`config.mk`:
```
export PLATFORM = sky130hd
export DESIGN_NAME = riscv_mc_control
export DESIGN_NICKNAME = d
export VERILOG_FILES = /design/src/rtl/riscv_pkg.sv /design/src/rtl/riscv_mc_aludec.sv /design/src/rtl/riscv_mc_control.sv
export SDC_FILE = /design/constraint.sdc
export NUM_CORES = 1
export LEC_CHECK = 0
export ABC_AREA = 1
export BUFFER_PORTS_ARGS = -buffer_cell sky130_fd_sc_hd__buf_4
export CAP_MARGIN = 25
export CORE_MARGIN = 3
export CORE_UTILIZATION = 48
export DETAILED_ROUTE_END_ITERATION = 7
export PLACE_DENSITY = 0.79
export SLEW_MARGIN = 25
export SYNTH_ARGS = -nofsm -noshare
export SYNTH_HDL_FRONTEND = slang
export SYNTH_SLANG_ARGS = --single-unit
```
`constraint.sdc`:
```
create_clock -name clk -period 1.3 [get_ports clk]
set_input_delay 0.065 -clock clk [delete_from_list [all_inputs] [get_ports clk]]
set_output_delay 0.065 -clock clk [all_outputs]
set_load 0.03 [all_outputs]
```
`src/rtl/riscv_pkg.sv`:
```
// Shared types and encodings for the multicycle RV32I controller:
// FSM states, ALU operation codes, opcodes and immediate-format selects.
package riscv_pkg;

    localparam int XLEN = 32;

    typedef enum logic [3:0] {
        FETCH    = 4'd0,
        DECODE   = 4'd1,
        MEMADR   = 4'd2,
        MEMREAD  = 4'd3,
        MEMWB    = 4'd4,
        MEMWRITE = 4'd5,
        EXECR    = 4'd6,
        EXECI    = 4'd7,
        ALUWB    = 4'd8,
        BRANCH   = 4'd9,
        JAL      = 4'd10,
        JALR     = 4'd11,
        LINK     = 4'd12,
        LUI      = 4'd13
    } statetype;

    localparam logic [3:0] ALU_ADD  = 4'b0000;
    localparam logic [3:0] ALU_SUB  = 4'b0001;
    localparam logic [3:0] ALU_AND  = 4'b0010;
    localparam logic [3:0] ALU_OR   = 4'b0011;
    localparam logic [3:0] ALU_XOR  = 4'b0100;
    localparam logic [3:0] ALU_SLT  = 4'b0101;
    localparam logic [3:0] ALU_SLL  = 4'b0110;
    localparam logic [3:0] ALU_SRL  = 4'b0111;
    localparam logic [3:0] ALU_SRA  = 4'b1000;
    localparam logic [3:0] ALU_SLTU = 4'b1001;

    localparam logic [6:0] OP_LOAD   = 7'b0000011;
    localparam logic [6:0] OP_STORE  = 7'b0100011;
    localparam logic [6:0] OP_R      = 7'b0110011;
    localparam logic [6:0] OP_I      = 7'b0010011;
    localparam logic [6:0] OP_BRANCH = 7'b1100011;
    localparam logic [6:0] OP_JAL    = 7'b1101111;
    localparam logic [6:0] OP_JALR   = 7'b1100111;
    localparam logic [6:0] OP_LUI    = 7'b0110111;

    localparam logic [2:0] IMM_I = 3'b000;
    localparam logic [2:0] IMM_S = 3'b001;
    localparam logic [2:0] IMM_B = 3'b010;
    localparam logic [2:0] IMM_J = 3'b011;
    localparam logic [2:0] IMM_U = 3'b100;

    // Immediate format is a pure function of the opcode, independent of FSM state.
    function automatic logic [2:0] imm_sel(input logic [6:0] op);
        case (op)
            OP_STORE:  return IMM_S;
            OP_BRANCH: return IMM_B;
            OP_JAL:    return IMM_J;
            OP_LUI:    return IMM_U;
            default:   return IMM_I;
        endcase
    endfunction

endpackage

```
`src/rtl/riscv_mc_aludec.sv`:
```
// ALU operation decode from funct3/funct7b5 for R- and I-type arithmetic.
// Also flags the R-type funct3 encoding this core does not implement.
module riscv_mc_aludec
    import riscv_pkg::*;
(
    input  logic [2:0] funct3,
    input  logic       funct7b5,
    input  logic       is_rtype,
    output logic [3:0] alu_control,
    output logic       illegal
);

    always_comb begin
        illegal     = 1'b0;
        alu_control = ALU_ADD;
        case (funct3)
            3'b000: alu_control = (is_rtype && funct7b5) ? ALU_SUB : ALU_ADD;
            3'b001: alu_control = ALU_SLL;
            3'b010: alu_control = ALU_SLT;
            3'b011: begin
                alu_control = ALU_SLTU;
                illegal     = is_rtype;
            end
            3'b100: alu_control = ALU_XOR;
            // funct7b5 selects arithmetic shift for both SRA and SRAI
            3'b101: alu_control = funct7b5 ? ALU_SRA : ALU_SRL;
            3'b110: alu_control = ALU_OR;
            default: alu_control = ALU_AND;
        endcase
    end

endmodule

```
`src/rtl/riscv_mc_control.sv`:
```
// Main sequencer for the multicycle RV32I core: Moore FSM whose outputs decode
// from state (qualified by Zero / mem_ready) and drive all datapath enables and selects.
module riscv_mc_control
    import riscv_pkg::*;
(
    input  logic       clk,
    input  logic       reset,
    input  logic [6:0] op,
    input  logic [2:0] funct3,
    input  logic       funct7b5,
    input  logic       Zero,
    input  logic       mem_ready,
    output logic       PCWrite,
    output logic       AdrSrc,
    output logic       MemWrite,
    output logic       IRWrite,
    output logic       RegWrite,
    output logic [1:0] ResultSrc,
    output logic [1:0] ALUSrcA,
    output logic [1:0] ALUSrcB,
    output logic [2:0] ImmSrc,
    output logic [3:0] ALUControl,
    output logic       illegal_instr
);

    statetype   state, state_next;
    logic       is_rtype;
    logic [3:0] alu_dec;
    logic       alu_illegal;
    logic       dec_illegal;

    assign is_rtype = (op == OP_R);

    riscv_mc_aludec u_aludec (
        .funct3      (funct3),
        .funct7b5    (funct7b5),
        .is_rtype    (is_rtype),
        .alu_control (alu_dec),
        .illegal     (alu_illegal)
    );

    always_comb begin
        dec_illegal = 1'b0;
        case (op)
            OP_LOAD, OP_STORE, OP_I, OP_JAL, OP_LUI: dec_illegal = 1'b0;
            OP_R:      dec_illegal = alu_illegal;
            OP_BRANCH: dec_illegal = (funct3[2:1] != 2'b00);
            OP_JALR:   dec_illegal = (funct3 != 3'b000);
            default:   dec_illegal = 1'b1;
        endcase
    end

    always_ff @(posedge clk or posedge reset) begin
        if (reset) state <= FETCH;
        else       state <= state_next;
    end

    always_comb begin
        state_next = FETCH;
        case (state)
            FETCH:    state_next = mem_ready ? DECODE : FETCH;
            DECODE: begin
                if (!dec_illegal) begin
                    case (op)
                        OP_LOAD, OP_STORE: state_next = MEMADR;
                        OP_R:      state_next = EXECR;
                        OP_I:      state_next = EXECI;
                        OP_BRANCH: state_next = BRANCH;
                        OP_JAL:    state_next = JAL;
                        OP_JALR:   state_next = JALR;
                        OP_LUI:    state_next = LUI;
                        default:   state_next = FETCH;
                    endcase
                end
            end
            MEMADR:   state_next = (op == OP_STORE) ? MEMWRITE : MEMREAD;
            MEMREAD:  state_next = mem_ready ? MEMWB : MEMREAD;
            MEMWB:    state_next = FETCH;
            MEMWRITE: state_next = mem_ready ? FETCH : MEMWRITE;
            EXECR, EXECI, LUI: state_next = ALUWB;
            ALUWB:    state_next = FETCH;
            BRANCH:   state_next = FETCH;
            JAL, JALR: state_next = LINK;
            LINK:     state_next = FETCH;
            default:  state_next = FETCH;
        endcase
    end

    always_comb begin
        PCWrite       = 1'b0;
        AdrSrc        = 1'b0;
        MemWrite      = 1'b0;
        IRWrite       = 1'b0;
        RegWrite      = 1'b0;
        ResultSrc     = 2'b00;
        ALUSrcA       = 2'b00;
        ALUSrcB       = 2'b00;
        ALUControl    = ALU_ADD;
        illegal_instr = 1'b0;
        ImmSrc        = imm_sel(op);
        case (state)
            FETCH: begin
                ALUSrcB   = 2'b10;
                ResultSrc = 2'b10;
                IRWrite   = mem_ready;
                PCWrite   = mem_ready;
            end
            DECODE: begin
                ALUSrcA       = 2'b01;
                ALUSrcB       = 2'b01;
                illegal_instr = dec_illegal;
            end
            MEMADR: begin
                ALUSrcA = 2'b10;
                ALUSrcB = 2'b01;
            end
            MEMREAD:  AdrSrc = 1'b1;
            MEMWB: begin
                ResultSrc = 2'b01;
                RegWrite  = 1'b1;
            end
            MEMWRITE: begin
                AdrSrc   = 1'b1;
                MemWrite = 1'b1;
            end
            EXECR: begin
                ALUSrcA    = 2'b10;
                ALUControl = alu_dec;
            end
            EXECI: begin
                ALUSrcA    = 2'b10;
                ALUSrcB    = 2'b01;
                ALUControl = alu_dec;
            end
            ALUWB:    RegWrite = 1'b1;
            BRANCH: begin
                ALUSrcA    = 2'b10;
                ALUControl = ALU_SUB;
                PCWrite    = Zero ^ funct3[0];
            end
            // target was computed into ALUOut during DECODE
            JAL:      PCWrite = 1'b1;
            JALR: begin
                ALUSrcA   = 2'b10;
                ALUSrcB   = 2'b01;
                ResultSrc = 2'b10;
                PCWrite   = 1'b1;
            end
            LINK: begin
                ALUSrcA   = 2'b01;
                ALUSrcB   = 2'b10;
                ResultSrc = 2'b10;
                RegWrite  = 1'b1;
            end
            LUI: begin
                ALUSrcA = 2'b11;
                ALUSrcB = 2'b01;
            end
            default: ;
        endcase
        // Outputs are forced low for the whole reset window, including mid-instruction.
        if (reset) begin
            PCWrite       = 1'b0;
            AdrSrc        = 1'b0;
            MemWrite      = 1'b0;
            IRWrite       = 1'b0;
            RegWrite      = 1'b0;
            ResultSrc     = 2'b00;
            ALUSrcA       = 2'b00;
            ALUSrcB       = 2'b00;
            ImmSrc        = 3'b000;
            ALUControl    = ALU_ADD;
            illegal_instr = 1'b0;
        end
    end

endmodule

```
* Word-level counts from Yosys, hierarchy flattened
Cells that the tools add are included.
** Word-level totals
- Bits in registers :: 4
- Input port bits :: 15
- Output and inout bits :: 19
- Word-level logic and storage cells :: 80
** Cells by class
- Equal/unequal tests :: 27
- Multiplexer cells :: 34
- Bitwise logic cells :: 1
- Reduce and logical (&&, ||, !) cells :: 17
** Operator list (number)
- case mux 4 bit (7 select lines) :: 3
- equality test 4 bit (second input constant) :: 6
- equality test 7 x 6 -> 1 bit (second input constant) :: 3
- equality test 7 bit (second input constant) :: 3
- equality test 4 x 3 -> 1 bit (second input constant) :: 4
- OR reduction 5 bit :: 3
- 2-to-1 mux 1 bit :: 14
- 2-to-1 mux 3 bit :: 4
- 2-to-1 mux 4 bit :: 3
- case mux 3 bit (4 select lines) :: 1
- OR reduction 2 bit :: 6
- equality test 3 bit (second input constant) :: 3
- OR reduction 3 bit :: 3
- equality test 4 x 2 -> 1 bit (second input constant) :: 2
- case mux 2 bit (2 select lines) :: 2
- case mux 4 bit (2 select lines) :: 1
- equality test 7 x 2 -> 1 bit (second input constant) :: 1
- equality test 7 x 5 -> 1 bit (second input constant) :: 1
- equality test 3 x 2 -> 1 bit (second input constant) :: 2
- 2-to-1 mux 2 bit :: 3
- case mux 2 bit (3 select lines) :: 1
- equality test 4 x 1 -> 1 bit (second input constant) :: 1
- logical NOT 4 bit :: 1
- case mux 1 bit (4 select lines) :: 1
- other kinds (7) :: 7

* Longest topological paths before layout
- Word-level depth :: 6
- Gate-level depth with buffers :: 9
- Gate-level depth less buffers :: 9

* By module
From an unflattened synthesis, not the netlist that was laid out.
** Unflattened totals
- Cell total of the unflattened synthesis :: 157
- Area, all modules :: 863.3 µm²
** By module, submodules not included
- riscv_mc_control :: instances 1, cells each 131, area an instance 750.7 µm², sequential area each 100.1 µm²
- riscv_mc_aludec :: instances 1, cells each 26, area an instance 112.6 µm², sequential area each 0.0 µm²

* Least setup slack after synthesis
Ideal clock, no wire load.
- Kind :: register -> output
- Start :: register state[1]
- End :: output port ResultSrc[1]
- Arrival :: 1.397 ns
- Setup slack :: -0.162 ns
- Stages on the path, launching flop included :: 4
- Buffers on the path :: 0
- Cells stage by stage :: dfrtp_1 > inv_1 > nand3_1 > o21ai_0
** Between the ends
- Cells in the longest elaborated chain, start to end :: 4
- Elaborated cells on any way between the ends :: 7
- Classes of those cells :: eq/ne: 3; mux: 2; reduce/logical: 2
** Ends and longest elaborated chain
- start, declared :: RTL line riscv_mc_control.sv:26 : statetype state, state_next;
- start signal, assigned :: RTL line riscv_mc_control.sv:55 : else state <= state_next;
- equality test 4 bit or logical NOT 4 bit (tied branches) :: RTL line riscv_mc_control.sv:101 : case (state)
- OR reduction 3 bit (no source line)
- case mux 2 bit (2 select lines) (*) :: RTL line riscv_mc_control.sv:101
- 2-to-1 mux 2 bit (*) :: RTL line riscv_mc_control.sv:162 : if (reset) begin
- end, declared :: RTL line riscv_mc_control.sv:18 : output logic [1:0] ResultSrc,
Every way passes the cells marked *; elsewhere a longest branch is shown, timed or not.

* Worst setup path after layout
- Start :: register state[3]
- End :: output port IRWrite
** Between the ends
- Cells in the longest elaborated chain, start to end :: 3
** Ends and longest elaborated chain
- logical NOT 4 bit :: RTL line riscv_mc_control.sv:101
- 2-to-1 mux 1 bit :: RTL line riscv_mc_control.sv:101
- 2-to-1 mux 1 bit :: RTL line riscv_mc_control.sv:162
- end, declared :: RTL line riscv_mc_control.sv:16 : output logic IRWrite,
No other way between the ends.

==> summary.md <==
The run finished, with violations left. The checks that failed: setup timing. For this design the top-level I/O count stands at 34.

On the final layout, the worst clock skew is 0.00834 ns. Entering global routing, the biggest net connects 14 pins. The tools report the floorplan row count as 14. The tools report the max-slew headroom at the worst pin as 81.7%. The commonest cells after synthesis are nand2_1 (40), nor2_1 (30), inv_1 (14). For the leakage dissipation, the log shows 0.000799 uW.

Of the total power, registers draw 21.8%. The worst path uses 126% of the clock period. Number of design rule violations left after detail routing: 0. The number of port buffers is 33. The detailed router finished its first iteration with 228 violations. The worst register-to-register path begins at state[3]. The logs give 0 for the final hold violation count and 1,465 for the total number of vias. The maximum number of buffers from clock root to sink is 2.

Counting flops with a built-in enable in the synthesized netlist gives 0. The required time reported for the critical path endpoint was 1.24 ns. TritonCTS built the clock tree. The netlist uses 28 different library cells. The width of the die is 48.1 um, and the number of global-route vias before repair is 1,104. The placement-stage cell area is 1180 um2, and the arrival time at the worst endpoint is 1.57 ns.

Summed over all instances, the cell type with the most area after synthesis is nand2_1. In the post-synthesis netlist, the cell with the most instances is nand2_1. Of the post-synthesis cell area, the dominant cell type holds 17.7%. By area the synthesized netlist is led by nand2_1 (18%), nor2_1 (13%), dfrtp_1 (12%).

The start-to-end type of the worst setup path was flop to output pin. From synthesis to final layout, the design area changed by 73.0%. The internal power came out at 348 uW.

Setup repair after global routing could not meet its margin everywhere. The flip-flop and latch count after synthesis came out at 4. For the wire length of the first global-routing pass, the log shows 4770 um.

Register containing the most flip-flops in the final layout: state. Derived from the worst setup path, the maximum achievable clock frequency is 0.611 GHz. The synthesized netlist occupies a cell area of 850 um2. At the end of routability-driven placement, the weighted congestion stood at 0.915. STA classifies the critical path endpoint as an output pin. For the net switching power figure, the log shows 258 uW. The root cell of the clock tree is clkbuf_4. Worst ir drop on vdd: 0.560 mV. The detail route stage leaves a number of antenna-violating nets equal to 0. The setup slack on the worst flop-to-flop path is -0.25 ns. Among all flip-flop cells after synthesis, the most frequent one is dfrtp_1.

The area of the core region is 1580 um2. The total non-filler cell area in the finished layout is 1470 um2, and the relative contribution of the clock network to total power is 25.5%. The classification of the worst-slack hold path was input port to asynchronous set/reset pin.

Final wirelength: 4540 um. The routed design uses 582 um of met3 wire. Setup violations remaining at the end of the flow were counted as 20. In the final routing, the length of wire on met1 measures 1470 um. The largest registers in the layout are state (4).

After filler insertion, the fill cell instance count of the layout stands at 59. Buffers inserted during clock tree synthesis total 3. The number of antenna diodes in the final layout is 0. In the synthesized netlist the async set-or-reset flop fraction comes to 100%. The tool flagged a number of max-cap violations equal to 0. The run gives 2310 um2 as the die outline area. Wire segments on met2 add up to 2100 um in the final route. For the worst-skew pair, the clock arrives at the later sink with an insertion delay of 0.24 ns. The final-report max-slew violation count was 0; the total power divided by cell area was 412 nW/um2. For the number of antenna violations at the first check in global routing, the log shows 0.

For the number of optimization iterations in the first detailed-route pass, the log shows 5. Final-layout setup total negative slack: -4.55 ns. Dividing the detail-routed wire length by the instance count gives 20.0 um. The depth of the worst register-to-register path works out to 9. Highest metal layer with signal wires: met4.

For this run the aggregate overflow at the end of global routing stands at 0. Actual transition at the worst max-transition pin: 0.274 ns. The run gives -0.337 ns as the final setup slack of the worst path. Of the total power, combinational logic draws 52.7%. Using the TritonRoute via totals, the vias-per-cell ratio works out to 6.45.

The starting density of the core is 53.9%, and the count of clock tree sinks is 4. The switching share of power was 42.5%; the aggregate global-route resource usage was 29.3%. The logs give 170 for the post-synth net total and 2090 um for the HPWL after detailed placement.

The net count of the finished layout is 228, and the total number of H-tree levels is 1. The die is 48.1 um tall. At the placement stage, the worst setup path has a slack of -0.0446 ns. After clock tree synthesis, the clock-pin slew on the worst setup and hold paths is 0.04 ns. The startpoint type of the worst setup path is a flop.

The run gives 155 as the number of instances in the synthesized netlist. The flip-flop count of the largest register, all copies and words added works out to 4. The tools report the fraction of the yosys area taken by sequential cells as 11.8%. The most critical setup path has its endpoint at IRWrite.

The Yosys step of the flow raised 0 warnings. The end of the worst register-to-register path is state[2]. A synthesized cell averages 5.48 um2.

The top fanout value on the critical path works out to 5. The critical path starts at state[3]. The fraction of layout cells with a size suffix above 1 works out to 57.3%.

The smallest clock period supported by the final layout is computed as 1.64 ns.
==> timing repair <==
action                                 4_1_cts  5_1_grt
setup buffers                               10        6
endpoints found under the hold margin        0        0
pin swaps                                    9        9
resized for setup                           29       17
setup endpoints to repair                   16       20
hold buffers                                 0        0
==> per-layer routing <==
metal  GRT usage (%)  vias up
li1                -      599
met1            35.3      620
met2            50.1      183
met3            5.26       63
met4            12.9        0
met5               0        -
==> how the worst min path moves through the flow <==
stage / to / slack, ns / from / cells past startpoint
floorplan: state[0] / -0.13 / reset / 1
global placement: state[3] / 0.25 / reset / 3
detailed placement: state[2] / 0.27 / reset / 3
CTS: state[1] / 0.04 / reset / 3
global route: state[1] / 0.14 / reset / 3
finish: state[1] / 0.08 / reset / 3
==> kinds of logic (layout without fill, tap and decap cells) <==
| family | Yosys count | count (layout) | synth area share (%) |
|---|---|---|---|
| XOR/XNOR | 1 | 1 | 1.03 |
| flip-flops | 4 | 4 | 11.8 |
| buffers and inverters | 26 | 82 | 11.6 |
| AO/OA/AOI/OAI | 16 | 16 | 11.5 |
| AND/OR/NAND/NOR | 108 | 108 | 64.1 |
==> cell usage in the layout (no fill, tap or decap), types with 3 or more instances in the layout <==
cell,Yosys,layout
buf_4,0,42
inv_1,14,10
nand3_2,3,4
buf_6,0,12
a21oi_1,8,3
clkbuf_4,0,3
nand3_1,13,11
nor2_1,30,21
nand2_2,2,6
inv_2,9,12
nand2_1,40,34
dfrtp_2,0,3
nor2_4,5,8
nor3_1,4,3
nand2_4,2,4
a21oi_2,1,6
nor2_2,5,11
==> area by class of cell <==
type,instances,area [um2],share of cell area [%]
clock buffer,3,22.5,1.53
inverter,25,97.6,6.64
multi-input combinational,125,776,52.8
sequential,4,104,7.06
tap,16,20.0,1.36
timing repair buffer,54,450,30.6
==> critical path: stages (launching register included) <==
cell and delay [ns]:
dfrtp_2 0.46, nor2_4 0.20, nand4_1 0.24, nor2_1 0.23, buf_4 0.20
==> power groups by stage <==
stage	sequential [uW]	combinational (uW)	clock (uW)
after floorplan	132	147	0
after global placement	133	241	0
after detailed placement	133	246	0
after CTS	131	277	160
after global routing	132	333	168
final	132	319	154
==> per-stage QoR <==
stage / power [uW] / instances / hold slack (ns) / util, %
after CTS: 568 / 222 / 0.0424 / 87.3
after global routing: 634 / 227 / 0.142 / 93.3
after detailed placement: 379 / 209 / 0.268 / 75.2
after global placement: 373 / 209 / 0.254 / 75.2
after floorplan: 280 / 155 / -0.128 / -
final: 606 / 227 / 0.0766 / 93.3
Power figures use the tool's default switching activity.
